## config.mk

```make
export PLATFORM = sky130hd
export DESIGN_NAME = fir_decim_fifo
export DESIGN_NICKNAME = d
export VERILOG_FILES = /design/src/rtl/fir_dec_pkg.sv /design/src/rtl/sync_fifo.sv /design/src/rtl/fir_decim_fifo.sv
export SDC_FILE = /design/constraint.sdc
export NUM_CORES = 1
export LEC_CHECK = 0
export CAP_MARGIN = 10
export CORE_MARGIN = 1
export CORE_UTILIZATION = 58
export CTS_CLUSTER_DIAMETER = 80
export DETAILED_ROUTE_END_ITERATION = 8
export PLACE_DENSITY = 0.79
export SYNTH_ARGS = -nofsm -noshare
export SYNTH_HDL_FRONTEND = slang
export SYNTH_SLANG_ARGS = --single-unit
export TNS_END_PERCENT = 10
```

## constraint.sdc

```tcl
create_clock -name clk -period 3.95 [get_ports clk]
set_input_delay 0.79 -clock clk [delete_from_list [all_inputs] [get_ports clk]]
set_output_delay 0.79 -clock clk [all_outputs]
set_load 0.005 [all_outputs]
```

## src/rtl/fir_dec_pkg.sv

```systemverilog
// Shared definitions for the FIR decimating output stage.
//   dec_state_t : sample-selection FSM states (idle, warm-up discard, run).
//   DEF_*       : default sample width, decimation factor, warm-up length and
//                 FIFO depth, kept in one place so the FIR top level and this
//                 stage agree.
package fir_dec_pkg;

  typedef enum logic [1:0] {
    ST_IDLE   = 2'd0,
    ST_WARMUP = 2'd1,
    ST_RUN    = 2'd2
  } dec_state_t;

  localparam int DEF_DATA_W = 16;  // signed 1.1.14 FIR output
  localparam int DEF_DECIM  = 4;
  localparam int DEF_WARMUP = 11;  // FIR register latency (5) + tap-line fill (6)
  localparam int DEF_DEPTH  = 8;

endpackage

```

## src/rtl/sync_fifo.sv

```systemverilog
// Single-clock first-word-fall-through FIFO.
// Ports:
//   clk, rst_n   : clock, asynchronous active-low reset (flushes pointers)
//   push_i       : write wdata_i (accepted when not full, or full with pop_i)
//   wdata_i      : write data
//   pop_i        : consume the head entry (ignored when empty)
//   rdata_o      : head entry, zero while empty
//   full_o       : DEPTH entries held
//   empty_o      : no entries held
//   level_o      : occupancy, 0..DEPTH
module sync_fifo #(
  parameter int DATA_W = 16,
  parameter int DEPTH  = 8
) (
  input  logic                      clk,
  input  logic                      rst_n,
  input  logic                      push_i,
  input  logic [DATA_W-1:0]         wdata_i,
  input  logic                      pop_i,
  output logic [DATA_W-1:0]         rdata_o,
  output logic                      full_o,
  output logic                      empty_o,
  output logic [$clog2(DEPTH):0]    level_o
);

  localparam int AW = $clog2(DEPTH);

  logic [DATA_W-1:0] mem_q [DEPTH];
  logic [AW:0]       wr_ptr_q, wr_ptr_d;
  logic [AW:0]       rd_ptr_q, rd_ptr_d;
  logic              wr_en, rd_en;

  // Extra MSB on each pointer distinguishes full from empty when the
  // address bits match.
  assign empty_o = (wr_ptr_q == rd_ptr_q);
  assign full_o  = (wr_ptr_q[AW] != rd_ptr_q[AW]) &&
                   (wr_ptr_q[AW-1:0] == rd_ptr_q[AW-1:0]);
  assign level_o = wr_ptr_q - rd_ptr_q;

  // A full FIFO still takes a write when the head leaves on the same edge:
  // the slot being written is the one being read out this cycle.
  assign rd_en = pop_i && !empty_o;
  assign wr_en = push_i && (!full_o || rd_en);

  // Gate the head with empty so stale storage never shows on the output.
  assign rdata_o = empty_o ? '0 : mem_q[rd_ptr_q[AW-1:0]];

  always_comb begin
    wr_ptr_d = wr_ptr_q;
    rd_ptr_d = rd_ptr_q;
    if (wr_en) wr_ptr_d = wr_ptr_q + 1'b1;
    if (rd_en) rd_ptr_d = rd_ptr_q + 1'b1;
  end

  always_ff @(posedge clk or negedge rst_n) begin
    if (!rst_n) begin
      wr_ptr_q <= '0;
      rd_ptr_q <= '0;
    end else begin
      wr_ptr_q <= wr_ptr_d;
      rd_ptr_q <= rd_ptr_d;
    end
  end

  // NOTE: storage has no reset; resetting the pointers empties the FIFO and
  // the output gating hides old contents, so the array can map to plain RAM.
  always_ff @(posedge clk) begin
    if (wr_en) mem_q[wr_ptr_q[AW-1:0]] <= wdata_i;
  end

endmodule

```

## src/rtl/fir_decim_fifo.sv

```systemverilog
// Output stage of the 7-tap FIR: drops pipeline warm-up samples, keeps one
// sample in DECIM, and buffers kept samples for a valid/ready consumer.
// Ports:
//   clk, rst_n       : clock, asynchronous active-low reset
//   en               : upstream running, one filtered_signal sample per cycle
//   filtered_signal  : signed FIR sample
//   m_data, m_valid  : FWFT head of the buffer
//   m_ready          : consumer takes m_data this cycle
//   overflow         : sticky, a kept sample was lost to a full buffer
//   clr_ovf          : synchronous clear of overflow (a new drop wins)
//   fill_level       : buffer occupancy, 0..DEPTH
module fir_decim_fifo
  import fir_dec_pkg::*;
#(
  parameter int DATA_W = DEF_DATA_W,
  parameter int DECIM  = DEF_DECIM,
  parameter int WARMUP = DEF_WARMUP,
  parameter int DEPTH  = DEF_DEPTH
) (
  input  logic                   clk,
  input  logic                   rst_n,
  input  logic                   en,
  input  logic [DATA_W-1:0]      filtered_signal,
  output logic [DATA_W-1:0]      m_data,
  output logic                   m_valid,
  input  logic                   m_ready,
  output logic                   overflow,
  input  logic                   clr_ovf,
  output logic [$clog2(DEPTH):0] fill_level
);

  localparam int CW = (WARMUP > 1) ? $clog2(WARMUP) : 1;
  localparam int PW = (DECIM > 1) ? $clog2(DECIM) : 1;

  dec_state_t    state_q, state_d;
  logic [CW-1:0] wcnt_q, wcnt_d;
  logic [PW-1:0] phase_q, phase_d;
  logic          ovf_q, ovf_d;
  logic          keep, pop, drop, push;
  logic          full, empty;

  // Sample selection. The warm-up counter holds the index of the current
  // sample since en rose; the IDLE cycle that first sees en is index 0, so
  // the first kept sample is index WARMUP.
  // NOTE: every signal assigned here gets a default first, so no path leaves
  // it unassigned and no latch is inferred.
  always_comb begin
    state_d = state_q;
    wcnt_d  = wcnt_q;
    phase_d = phase_q;
    keep    = 1'b0;
    if (!en) begin
      state_d = ST_IDLE;
      wcnt_d  = '0;
      phase_d = '0;
    end else begin
      unique case (state_q)
        ST_IDLE: begin
          if (WARMUP == 0) begin
            keep    = 1'b1;
            state_d = ST_RUN;
            phase_d = (DECIM > 1) ? PW'(1) : '0;
          end else if (WARMUP == 1) begin
            state_d = ST_RUN;
            phase_d = '0;
          end else begin
            state_d = ST_WARMUP;
            wcnt_d  = CW'(1);
          end
        end
        ST_WARMUP: begin
          if (wcnt_q == CW'(WARMUP - 1)) begin
            state_d = ST_RUN;
            wcnt_d  = '0;
            phase_d = '0;
          end else begin
            wcnt_d = wcnt_q + CW'(1);
          end
        end
        ST_RUN: begin
          keep    = (phase_q == '0);
          phase_d = (phase_q == PW'(DECIM - 1)) ? '0 : phase_q + PW'(1);
        end
        default: begin
          state_d = ST_IDLE;
          wcnt_d  = '0;
          phase_d = '0;
        end
      endcase
    end
  end

  assign m_valid = !empty;
  assign pop     = m_valid && m_ready;
  // A kept sample is lost only when the buffer is full and nothing leaves.
  assign drop    = keep && full && !pop;
  assign push    = keep && !drop;

  always_comb begin
    ovf_d = ovf_q;
    if (drop)         ovf_d = 1'b1;
    else if (clr_ovf) ovf_d = 1'b0;
  end

  // NOTE: state registers use non-blocking assignments so every flop samples
  // the pre-edge values regardless of statement order.
  always_ff @(posedge clk or negedge rst_n) begin
    if (!rst_n) begin
      state_q <= ST_IDLE;
      wcnt_q  <= '0;
      phase_q <= '0;
      ovf_q   <= 1'b0;
    end else begin
      state_q <= state_d;
      wcnt_q  <= wcnt_d;
      phase_q <= phase_d;
      ovf_q   <= ovf_d;
    end
  end

  assign overflow = ovf_q;

  sync_fifo #(
    .DATA_W (DATA_W),
    .DEPTH  (DEPTH)
  ) u_fifo (
    .clk     (clk),
    .rst_n   (rst_n),
    .push_i  (push),
    .wdata_i (filtered_signal),
    .pop_i   (pop),
    .rdata_o (m_data),
    .full_o  (full),
    .empty_o (empty),
    .level_o (fill_level)
  );

endmodule

```

Word level (Yosys, flattened, before mapping)
Memories as Yosys holds them, arrays and structs flattened. Cells that the tools add are included.

$add $sub $neg: 5. Eq/ne operators: 10. Multiplexer cells: 17. Reduce and logical (&&, ||, !) cells: 17.

Operator list (count): 2-to-1 mux 16 bit (1); adder 4 x 1 -> 4 bit (second input constant) (3); case mux 2 bit (3 select lines) (2); case mux 4 bit (3 select lines) (1); 2-to-1 mux 2 bit (5); 2-to-1 mux 4 bit (2); logical AND 1 bit (7); 2-to-1 mux 1 bit (6); equality test 2 bit (second input constant) (2); equality test 4 bit (1); equality test 4 bit (second input constant) (1); zero test 1 bit (4); zero test 2 bit (2); inequality test 2 bit (second input constant) (2); AND reduction 2 bit (2); subtractor 4 bit (1); equality test 3 bit (1); inequality test 3 bit (second input constant) (1); adder 2 x 1 -> 2 bit (second input constant) (1); equality test 2 x 1 -> 1 bit (second input constant) (1); nonzero test 2 bit (1); logical OR 1 bit (1); inequality test 1 bit (1).

Register bits: 17. Bits in writable memories: 128. Output and inout bits: 22. Word-level logic and storage cells: 56. Memories kept: 1.

Memories: u_fifo.mem_q (depth 8, width 16, rd ports 1, clocked after Yosys merged registers in 0, wr ports 1, RTL line sync_fifo.sv:28) `logic [DATA_W-1:0] mem_q [DEPTH];`.

Logic depth before layout (Yosys ltp)
Depth in word-level cells: 10. Gate-level depth with buffers: 7. Depth with buffers taken out: 6.

By module
A second synthesis with hierarchy kept.

Cells, all modules: 367. Area, all modules: 6080.8 sq um.

By module, submodules not included: sync_fifo (times used 1, cells each 319, area each 5567.8 sq um, seq. area each 4043.9 sq um); fir_decim_fifo (times used 1, cells each 48, area each 513.0 sq um, seq. area each 225.2 sq um).

Least setup slack after synthesis
OpenSTA, ideal clock, no wires.

Path kind: input port to flip-flop. Start point: input en. End point: memory u_fifo.mem_q[0][0] (enable). Arrival time: 2874 ps. Data required time: 3520 ps. Slack: 646 ps. Cell stages on the path: 4. Buffers on the path: 1. Cells stage by stage: buf_2 > nand4b_1 > nand2b_1 > nor4_1.

Word-level cells in the longest chain between the ends: 8.

RTL lines: start: declaration (RTL line fir_decim_fifo.sv:22) `input logic en,`; 2-to-1 mux 1 bit (*) (RTL line fir_decim_fifo.sv:52) `if (!en) begin`; logical AND 1 bit (2 in a row) (RTL line fir_decim_fifo.sv:96) `assign drop = keep && full && !pop;`; zero test 1 bit (RTL line fir_decim_fifo.sv:97) `assign push = keep && !drop;`; logical AND 1 bit (*) (RTL line fir_decim_fifo.sv:97); logical AND 1 bit (*) (RTL line sync_fifo.sv:43) `assign wr_en = push_i && (!full_o || rd_en);`; 2-to-1 mux 1 bit (*) (RTL line sync_fifo.sv:68) `if (wr_en) mem_q[wr_ptr_q[AW-1:0]] <= wdata_i;`; 2-to-1 mux 1 bit (implied by the code) (*) (RTL line sync_fifo.sv:68); end: declaration (RTL line sync_fifo.sv:28).

Every way passes the cells marked *; elsewhere a longest branch is shown, timed or not.

Worst setup path after layout
Start point: register u_fifo.wr_ptr_q[0]. End point: output m_data[9].

Word-level cells in the longest chain between the ends: 2.

RTL lines: start: declaration (RTL line sync_fifo.sv:29) `logic [AW:0] wr_ptr_q, wr_ptr_d;`; start signal: assignment (RTL line sync_fifo.sv:60) `wr_ptr_q <= wr_ptr_d;`; equality test 4 bit (RTL line sync_fifo.sv:35) `assign empty_o = (wr_ptr_q == rd_ptr_q);`; 2-to-1 mux 16 bit (RTL line sync_fifo.sv:46) `assign rdata_o = empty_o ? '0 : mem_q[rd_ptr_q[AW-1:0]];`; end: declaration (RTL line fir_decim_fifo.sv:24) `output logic [DATA_W-1:0] m_data,`.

Every way passes these cells.

==> impl_metrics.yaml <==
global_routing:
  grt_pass1_wl_mm: 17.6
  grt_pass1_vias: 3309
  overflow: 0
  grt_max_degree: 68
  track_usage_pct: 21.8
  antenna_found_initial: 0
floorplanning:
  die_w_um: 105
  ios: 43
  num_rows: 37
  core_area_um2: 10300
  initial_core_util_pct: 59.5
  die_area_um2: 11000
  die_y_um: 105
timing:
  worstMarginPinSlew_ns: 0.918
  slew_headroom_pct: 38.8
  rsz0062_at_grt: "false"
  tns_ns: 0
  min_period_ns: 3.73
  post-route-period-util_pct: 94.4
  fmax_mhz: 268
  final-hold-violation-count: 0
  finalSetupViolations: 0
  fin_worst_skew_ns: 0.0156
  slew_viol_final: 0
logic_synthesis:
  yosys_register_bits: 145
  synth_cell_types: 42
  synth_top_cells_by_count: "128 x edfxtp_1, 65 x mux2i_1, 25 x nand2_1, 17 x dfrtp_1, 16 x a22oi_1"
  ys_seq_area_share_pct: 69.8
  synth-warning-count: 0
  async_flop_share_pct: 11.7
  synth-edff-count: 128
  synth_top_area_share_pct: 62.8
  yosysTopAreaCell: "edfxtp_1"
  netlist_area_um2: 6120
  yosys-top-cells-area: "edfxtp_1 63%, mux2i_1 11%, dfrtp_1 7.0%"
  syn_nets: 406
  synth.most_common_cell: "edfxtp_1"
  synth_ff_type: "edfxtp_1"
  synthCells: 375
  avgSynthCellArea_um2: 16.3
clocking:
  cts_max_level: 4
  worst_setup_hold_path_clk_slew_ns: 0.06
  cts_tree: "built"
  cts-root-buf: "clkbuf_8"
  clk_latency_ns: 0.51
  ctsResizeCount: 0
  post_cts_buffers: 0
  hold_buffers: 0
  clock_path_buffers: 2
  cts.sinks: 145
  cts_buffers: 17
setup_path:
  critPathRequiredTime_ns: 3.16
  critPathKind: "reg2out"
  r2r_start: "u_fifo.rd_ptr_q[1]"
  critPathLaunchType: "flop"
  crit_arrival_ns: 2.94
  rr_endpoint: "u_fifo.mem_q[1][6]"
  cp-end-kind: "output pin"
  worstRegToRegCells: 7
  critPathMaxFanout: 13
  rrSetupSlack_ns: 1.23
drt:
  vias: 3277
  drtIter0Drc: 262
  drt_pass1_iterations: 4
  drc: 0
  route.met2.wl_mm: 5.57
  postRouteAntennaNets: 0
  wirelength_mm: 11.1
  wire_per_inst_um: 19.2
  dr.max_layer_used: "met4"
  vias_per_cell: 5.64
  wl_met3_um: 656
  wl_met1_mm: 4.78
final_layout:
  antenna_cells: 0
  multi_input_comb_area_um2: 1630
  finish.utilization_pct: 70.2
  layout-drive-gt1-share_pct: 14.6
  fillCellCount: 671
  syn2layout_area_growth_pct: 17.9
  fin_nets: 463
  seq_area_um2: 4270
placed_design:
  hpwl_mm: 6.91
  place.gp.congestion: 0.797
  port_buffers: 42
pwr:
  powerDensity_nw_per_um2: 646
  p_leak_nw: 2.68
  vdd_drop_max_v: 0.000481
hold_path:
  whs_endpoint: "u_fifo.wr_ptr_q[3]"
  worstHoldStart: "u_fifo.wr_ptr_q[3]"
  worstHoldPathCells: 1
  hp-class: "reg2reg"
status:
  run_status: "finished, final reports clean"
run:
  cap_violations: 0
-- state kept, by name, indices dropped and copies added, names as in the netlist --
register / cells
state_q: 2
phase_q: 2
overflow: 1
u_fifo.mem_q: 128
u_fifo.rd_ptr_q: 4
wcnt_q: 4
u_fifo.wr_ptr_q: 4
-- critical path: stages, from the launching register on --
cell and delay [ns]:
dfrtp_1 0.48, inv_1 0.13, ha_1 0.32, nand4_1 0.35
buf_4 0.29, nand2_1 0.09, a221oi_2 0.21, clkdlybuf4s50_1 0.56
-- placed cells by master, fill, tap and decap left out, types with 4 or more instances in the layout --
master and n:
nor2_1 6, edfxtp_1 128, buf_4 16, clkbuf_16 16, mux2i_1 65, xnor2_1 10
o21ai_0 5, inv_1 14, clkdlybuf4s50_1 42, nand2_1 25, a21oi_1 6, a221oi_1 6
ha_1 9, dfrtp_1 16, a22oi_1 16, nor3_2 4, nand4_1 4, clkinvlp_4 4
a221oi_2 9
-- worst max path at each step --
stage	start	end	slack (ns)	cells after the start
3_3_place_gp	en	u_fifo.mem_q[1][8]	0.75	5
2_1_floorplan	en	u_fifo.mem_q[0][0]	0.65	4
4_1_cts	u_fifo.wr_ptr_q[0]	m_data[9]	0.18	7
3_5_place_dp	en	u_fifo.mem_q[1][8]	0.67	5
6_report	u_fifo.wr_ptr_q[0]	m_data[9]	0.22	7
5_1_grt	u_fifo.wr_ptr_q[0]	m_data[8]	0.06	7
-- power by group --
part	switching (W)	total [W]	leakage [nW]	internal (W)
clock network	0.000621	0.00140	0.248	0.000775
logic	0.000736	0.00153	1.07	0.000792
registers	0.0000376	0.00173	1.36	0.00170
total	0.00140	0.00466	2.68	0.00326
-- cell families (layout without fill, tap and decap cells) --
family | after synthesis | in the layout | synth area share [%]
muxes | 66 | 66 | 10.8
xor gates and xnor gates | 11 | 11 | 1.57
and+or+nand+nor | 60 | 60 | 4.93
AOI/OAI and AO/OA | 48 | 48 | 6.79
adders and majority gates | 10 | 10 | 2.17
DFF | 145 | 145 | 69.8
buffers and inverters | 35 | 105 | 3.97
-- metal layers --
layer | GRT usage [%] | up-vias
li1 | - | 1565
met1 | 28.7 | 1615
met2 | 35.1 | 89
met3 | 5.12 | 8
met4 | 9.26 | 0
met5 | 0 | -
-- area by class of cell --
cell class              instances  area share, %
multi-input cells             195           22.6
well taps                     136           2.36
clock inverters                15           1.54
inverters                      14          0.728
clock buffers                  17           5.74
repair buffers                 59           7.77
flip-flops and latches        145           59.2
-- through the flow --
step / area (um^2) / setup WS [ns] / cells / total power (W) / hold slack, ns
after floorplan: 6120 / 0.646 / 375 / 0.00277 / 0.494
after global placement: 6690 / 0.751 / 549 / 0.00327 / 0.523
after detailed placement: 6690 / 0.674 / 549 / 0.00330 / 0.529
after CTS: 7220 / 0.176 / 581 / 0.00469 / 0.543
after global routing: 7220 / 0.0596 / 581 / 0.00486 / 0.552
final: 7220 / 0.220 / 581 / 0.00466 / 0.544
(Power assumes the default switching activity.)
